## config.mk

```make
export PLATFORM = sky130hd
export DESIGN_NAME = fu_status_table
export DESIGN_NICKNAME = d
export VERILOG_FILES = /design/src/rtl/fu_status_table_pkg.sv /design/src/rtl/fu_status_table_reg_status.sv /design/src/rtl/fu_status_table.sv
export SDC_FILE = /design/constraint.sdc
export NUM_CORES = 1
export LEC_CHECK = 0
export ABC_AREA = 0
export CAP_MARGIN = 20
export CORE_MARGIN = 5
export CORE_UTILIZATION = 51
export CTS_CLUSTER_DIAMETER = 30
export DETAILED_ROUTE_END_ITERATION = 8
export HOLD_SLACK_MARGIN = 0.05
export PLACE_DENSITY = 0.74
export SYNTH_ARGS = -nofsm -noshare
export SYNTH_HDL_FRONTEND = slang
export SYNTH_HIERARCHICAL = 1
export SYNTH_SLANG_ARGS = --single-unit
```

## constraint.sdc

```tcl
create_clock -name clk -period 14.5 [get_ports clk]
set_input_delay 4.35 -clock clk [delete_from_list [all_inputs] [get_ports clk]]
set_output_delay 4.35 -clock clk [all_outputs]
set_load 0.1 [all_outputs]
```

## src/rtl/fu_status_table_pkg.sv

```systemverilog
// Shared types for the scalar functional-unit status table.
// Default geometry: three FUs (ALU, LD_ST, BRANCH), 32 architectural registers.
package fu_status_table_pkg;

    localparam int FUST_NUM_FU = 3;
    localparam int FUST_REG_W  = 5;
    localparam int FU_W        = $clog2(FUST_NUM_FU);
    localparam int TAG_W       = $clog2(FUST_NUM_FU + 1);

    // Producer tag: 0 = operand ready, k = result pending from FU k-1
    typedef logic [TAG_W-1:0] tag_t;
    // FU index
    typedef logic [FU_W-1:0]  fu_tag_t;

    typedef enum logic [FU_W-1:0] {
        FU_ALU    = 2'd0,
        FU_LD_ST  = 2'd1,
        FU_BRANCH = 2'd2
    } fu_scalar_e;

    // One status-table row, MSB first: busy, issued, rd, rs1, rs2, t1, t2
    typedef struct packed {
        logic                  busy;
        logic                  issued;
        logic [FUST_REG_W-1:0] rd;
        logic [FUST_REG_W-1:0] rs1;
        logic [FUST_REG_W-1:0] rs2;
        tag_t                  t1;
        tag_t                  t2;
    } fust_row_t;

    localparam int ROW_W = $bits(fust_row_t);

    // Tag that a given FU broadcasts on writeback
    function automatic tag_t fu_to_tag(input fu_tag_t fu);
        return tag_t'(fu) + tag_t'(1);
    endfunction

endpackage

```

## src/rtl/fu_status_table_reg_status.sv

```systemverilog
// Result-status array: one producer tag per architectural register.
// Register 0 is hardwired to tag 0 (never written, always reads 0).
module fust_reg_status #(
    parameter int REG_W = 5,
    parameter int TAG_W = 2
) (
    input  logic             clk,
    input  logic             rst,
    input  logic             clr_all,
    input  logic             set_en,
    input  logic [REG_W-1:0] set_idx,
    input  logic [TAG_W-1:0] set_tag,
    input  logic             clr_en,
    input  logic [REG_W-1:0] clr_idx,
    input  logic [TAG_W-1:0] clr_tag,
    input  logic [REG_W-1:0] rd_idx,
    input  logic [REG_W-1:0] rs1_idx,
    input  logic [REG_W-1:0] rs2_idx,
    output logic [TAG_W-1:0] rd_tag,
    output logic [TAG_W-1:0] rs1_tag,
    output logic [TAG_W-1:0] rs2_tag
);
    import fu_status_table_pkg::*;

    localparam int NREG = 1 << REG_W;

    logic [TAG_W-1:0] stat [NREG];

    // Clear-on-match from writeback, set from dispatch; set wins on the same entry
    always_ff @(posedge clk) begin
        if (rst || clr_all) begin
            for (int i = 0; i < NREG; i++) stat[i] <= '0;
        end else begin
            if (clr_en && clr_idx != '0 && stat[clr_idx] == clr_tag)
                stat[clr_idx] <= '0;
            if (set_en && set_idx != '0)
                stat[set_idx] <= set_tag;
        end
    end

    assign rd_tag  = (rd_idx  == '0) ? '0 : stat[rd_idx];
    assign rs1_tag = (rs1_idx == '0) ? '0 : stat[rs1_idx];
    assign rs2_tag = (rs2_idx == '0) ? '0 : stat[rs2_idx];

endmodule

```

## src/rtl/fu_status_table.sv

```systemverilog
// Scalar functional-unit status table (scoreboard) between dispatch and issue.
// Optional feature macro: FUST_FLUSH_EN adds a flush port that wipes all state.
module fu_status_table #(
    parameter int NUM_FU = 3,
    parameter int REG_W  = 5,
    parameter int FU_W   = $clog2(NUM_FU),
    parameter int TAG_W  = $clog2(NUM_FU + 1),
    parameter int ROW_W  = 2 + 3 * REG_W + 2 * TAG_W
) (
    input  logic                    clk,
    input  logic                    rst,
`ifdef FUST_FLUSH_EN
    input  logic                    flush,
`endif
    input  logic                    disp_valid,
    input  logic [FU_W-1:0]         disp_fu,
    input  logic [REG_W-1:0]        disp_rd,
    input  logic [REG_W-1:0]        disp_rs1,
    input  logic [REG_W-1:0]        disp_rs2,
    output logic                    disp_ready,
    output logic [NUM_FU-1:0]       issue_ready,
    input  logic [NUM_FU-1:0]       issue_fire,
    input  logic                    wb_valid,
    input  logic [FU_W-1:0]         wb_fu,
    output logic [NUM_FU-1:0]       busy_o,
    output logic [NUM_FU*ROW_W-1:0] row_o
);
    import fu_status_table_pkg::*;

    typedef struct packed {
        logic             busy;
        logic             issued;
        logic [REG_W-1:0] rd;
        logic [REG_W-1:0] rs1;
        logic [REG_W-1:0] rs2;
        logic [TAG_W-1:0] t1;
        logic [TAG_W-1:0] t2;
    } row_t;

    row_t [NUM_FU-1:0] rows;
    row_t              new_row;

    logic             flush_req;
    logic             disp_fu_ok, wb_fu_ok;
    logic             disp_busy, wb_busy, wb_issued;
    logic [REG_W-1:0] wb_rd;
    logic             wb_eff, disp_acc;
    logic [TAG_W-1:0] wb_tag, disp_tag;
    logic [TAG_W-1:0] rd_tag, rs1_tag, rs2_tag;

`ifdef FUST_FLUSH_EN
    assign flush_req = flush;
`else
    assign flush_req = 1'b0;
`endif

    assign disp_fu_ok = {1'b0, disp_fu} < (FU_W+1)'(NUM_FU);
    assign wb_fu_ok   = {1'b0, wb_fu}   < (FU_W+1)'(NUM_FU);
    assign wb_tag     = TAG_W'(wb_fu)   + TAG_W'(1);
    assign disp_tag   = TAG_W'(disp_fu) + TAG_W'(1);

    // Select the rows addressed by dispatch and writeback without out-of-range indexing
    always_comb begin
        disp_busy = 1'b0;
        wb_busy   = 1'b0;
        wb_issued = 1'b0;
        wb_rd     = '0;
        for (int k = 0; k < NUM_FU; k++) begin
            if (FU_W'(k) == disp_fu) disp_busy = rows[k].busy;
            if (FU_W'(k) == wb_fu) begin
                wb_busy   = rows[k].busy;
                wb_issued = rows[k].issued;
                wb_rd     = rows[k].rd;
            end
        end
    end

    // A writeback only counts for a row that has actually been issued
    assign wb_eff = wb_valid && wb_fu_ok && wb_busy && wb_issued && !flush_req;

    // Structural (FU busy) and WAW (rd still pending) hazards block dispatch
    assign disp_ready = !flush_req && disp_fu_ok && !disp_busy &&
                        (disp_rd == '0 || rd_tag == '0);
    assign disp_acc   = disp_valid && disp_ready;

    // New row; sources produced by this cycle's writeback are bypassed to ready
    always_comb begin
        new_row        = '0;
        new_row.busy   = 1'b1;
        new_row.issued = 1'b0;
        new_row.rd     = disp_rd;
        new_row.rs1    = disp_rs1;
        new_row.rs2    = disp_rs2;
        new_row.t1     = (wb_eff && rs1_tag == wb_tag) ? '0 : rs1_tag;
        new_row.t2     = (wb_eff && rs2_tag == wb_tag) ? '0 : rs2_tag;
    end

    // Row readiness and busy flags
    always_comb begin
        for (int k = 0; k < NUM_FU; k++) begin
            issue_ready[k] = rows[k].busy && !rows[k].issued &&
                             rows[k].t1 == '0 && rows[k].t2 == '0;
            busy_o[k]      = rows[k].busy;
        end
    end

    assign row_o = rows;

    // Row state: writeback retires, dispatch fills, issue marks, broadcast wakes up
    always_ff @(posedge clk) begin
        if (rst || flush_req) begin
            rows <= '0;
        end else begin
            for (int k = 0; k < NUM_FU; k++) begin
                if (wb_eff && FU_W'(k) == wb_fu) begin
                    rows[k] <= '0;
                end else if (disp_acc && FU_W'(k) == disp_fu) begin
                    rows[k] <= new_row;
                end else begin
                    if (issue_fire[k] && issue_ready[k])
                        rows[k].issued <= 1'b1;
                    if (wb_eff && rows[k].t1 == wb_tag)
                        rows[k].t1 <= '0;
                    if (wb_eff && rows[k].t2 == wb_tag)
                        rows[k].t2 <= '0;
                end
            end
        end
    end

    fust_reg_status #(
        .REG_W (REG_W),
        .TAG_W (TAG_W)
    ) u_reg_status (
        .clk     (clk),
        .rst     (rst),
        .clr_all (flush_req),
        .set_en  (disp_acc),
        .set_idx (disp_rd),
        .set_tag (disp_tag),
        .clr_en  (wb_eff),
        .clr_idx (wb_rd),
        .clr_tag (wb_tag),
        .rd_idx  (disp_rd),
        .rs1_idx (disp_rs1),
        .rs2_idx (disp_rs2),
        .rd_tag  (rd_tag),
        .rs1_tag (rs1_tag),
        .rs2_tag (rs2_tag)
    );

endmodule

```

==> qor.txt <==
DRT Pass-1 Iters: 5
Average wire per standard cell: 23.7 um
Max Slew Vio Count: 0
EDFF count, synth: 64
Placer Congestion: 0.956
Ys flop type: edfxtp_1
Layout area overhead: 20.3%
Port bufs: 95
WP data arrival: 8.42 ns
Async SR Flop Fraction: 0%
Gr usage total: 28.0%
DP HPWL: 18,300 um
Leakage: 0.00365 uW
DRC: 0
Yosys reg bits: 127
HP Class: register to register
DIE WIDTH: 137 um
Worst vdd ir: 71.8 uV
Post_cts resized: 0
Clock sinks: 127
Cell Area, Placed: 9280 sq um
Die Area: 18,800 sq um
Fin. Hold Viols: 0
H-tree Lvls: 4
CTS max path bufs: 2
Distinct cell type count after synthesis: 57
Num ports: 96
Critical path endpoint category: primary output
Grt total ovfl: 0
Diode count: 0
Synth Warn #: 6
Req. time, crit path: 10.15 ns
Tmin final: 12.77 ns
Postcts setup bufs: 0
Pwr Density: 102 nW/um^2
CTS tree: built
Core Util, Final: 62.4%
Share of layout cells above drive strength 1: 18.5%
Rel. slew slack: 22.3%
Setup_tns: 0 ns
FMAX: 78.3 MHz
Critical path class: input port to primary output
Core area: 15,900 sq um
Max_cap viols: 0
DR vias: 7,085
Status: finished, final reports clean
Syn Area/Cell: 10.4 sq um
Clock-pin slew on the worst setup and hold paths: 0.06 ns
Final worst path period share: 88.1%
Starting Density: 51.9%
TritonCTS Buffers: 17
Final Instance Area: 9910 sq um
First-pass GRT wire length: 39,400 um
Row count: 46
Clk Latency, worst-skew pair: 0.43 ns
Actual slew at the worst max-slew pin: 1.16 ns
Largest net degree at the start of global routing: 35
Routed WL: 25,800 um
Vias in the first global route: 6,878
Worst-path maximum fanout: 25
Clock skew: 0.00973 ns
Reg2reg setup slack: 10.29 ns
RSZ-0062 raised after global routing: false
Vias/cell: 6.52
Final setup fails: 0
Post-synthesis sequential area ratio: 38.6%
Syn Inst Count: 794
Root Buffer: clkbuf_16
Nets: 893
Critical Path Source Type: input port
Synthesized area: 8240 sq um
Die Height: 137 um
Initial antenna violation count: 0
Starting DRC count in detailed routing: 885
Hold_buf cts: 0
DRT antenna net count: 0
[cell usage after synthesis, drive strengths merged (3+ instances only)]
cell	n	area, sq um
nand2	80	300
a21oi	69	345
and3	66	413
nor2	66	248
edfxtp	64	1920
dfxtp	63	1260
mux2i	62	621
mux4	60	1360
o21ai	44	333
clkbuf	41	154
buf	30	186
nor3	21	128
nand3	13	65.1
inv	10	37.5
ha	8	100
xnor2	8	70.1
xor2	8	70.1
nor2b	6	37.5
a31o	5	43.8
nand2b	5	31.3
nand3b	5	37.5
nand4	5	31.3
and2	4	25.0
and4	4	35.0
mux2	4	45.0
nor3b	4	30.0
or4b	4	40.0
a31oi	3	18.8
o22ai	3	18.8
or4	3	22.5
[critical path: stages]
cell	delay, ns
clkdlybuf4s50_1	1.18
mux4_2	0.43
mux4_2	0.51
mux2i_1	0.16
nor2_1	0.08
o22ai_1	0.32
nand2_1	0.11
nor2_1	0.13
clkdlybuf4s50_1	1.16
[state kept, by name, indices dropped and copies added (netlist names)]
name	count
busy_o	3
row_o	60
u_reg_status/stat	64
[final cells by class]
type                       instances  area, sq um
clock buffer                      19          464
timing repair buffer             116         1140
inverter                          10         37.5
multi-input combinational        587         4710
tap                              216          270
clock inverter                    12          106
fill                            1279         5970
sequential                       127         3180
[final timing paths]
kind / from / end / cells after the start
worst max-delay path: disp_rd[1] / disp_ready / 9
worst min-delay path: row_o[51]$_SDFFE_PP0P_ / row_o[51]$_SDFFE_PP0P_ / 2
worst max register to register: row_o[14]$_SDFFE_PP0P_ / u_reg_status/stat[31][0]$_SDFFCE_PN0P_ / 11
worst min register to register: row_o[51]$_SDFFE_PP0P_ / row_o[51]$_SDFFE_PP0P_ / 2
[per-stage QoR]
stage          power [uW]  std cells  worst slack (ns)  hold WS, ns
3_3_place_gp          591       1052              1.63        0.447
4_1_cts              1010       1083              1.58        0.460
3_5_place_dp          596       1052              1.58        0.452
5_1_grt              1040       1087              1.64        0.483
6_report             1010       1087              1.73        0.456
2_1_floorplan         541        795              2.11        0.888
[report_power, final]
part	switching (uW)	internal, uW	total (uW)
combinational	122	66.0	188
sequential	15.4	390	406
clock	165	250	415
[placed cells by master, fill, tap and decap left out, types with 4 or more instances in the layout]
master and instances:
nor2b_1 6, o21ai_2 31, nand2b_1 5, and3_1 66
mux2i_1 62, and2_1 4, nand3b_1 5, and4_1 4
nand4_1 5, buf_4 17, nor2_1 66, dfxtp_1 63
mux4_2 58, ha_1 8, clkbuf_16 19, a31o_2 5
nor3b_1 4, xor2_1 8, mux2_2 4, xnor2_1 8
nand2_1 80, nand3_1 13, clkdlybuf4s50_1 95, inv_1 10
o21ai_0 12, edfxtp_1 64, a21oi_1 69, nor3_1 18
[cell families (layout without fill, tap and decap cells)]
group / after synthesis / count (layout) / synth area share (%)
adder cells (fa/ha/maj): 8 / 8 / 1.21
AND/OR/NAND/NOR: 295 / 295 / 18.3
buffers and inverters: 81 / 157 / 4.59
flip-flops: 127 / 127 / 38.6
XOR/XNOR: 16 / 16 / 1.70
other: 2 / 3 / 0.0912
AO/OA/AOI/OAI: 139 / 139 / 10.9
multiplexers: 126 / 126 / 24.6
[per-layer routing]
layer | track usage, % | wire [um]
met1 | 34.9 | 9700
met2 | 44.7 | 12200
met3 | 6.07 | 2530
met4 | 16.4 | 1400
met5 | 0 | 0
(Power assumes the default switching activity.)
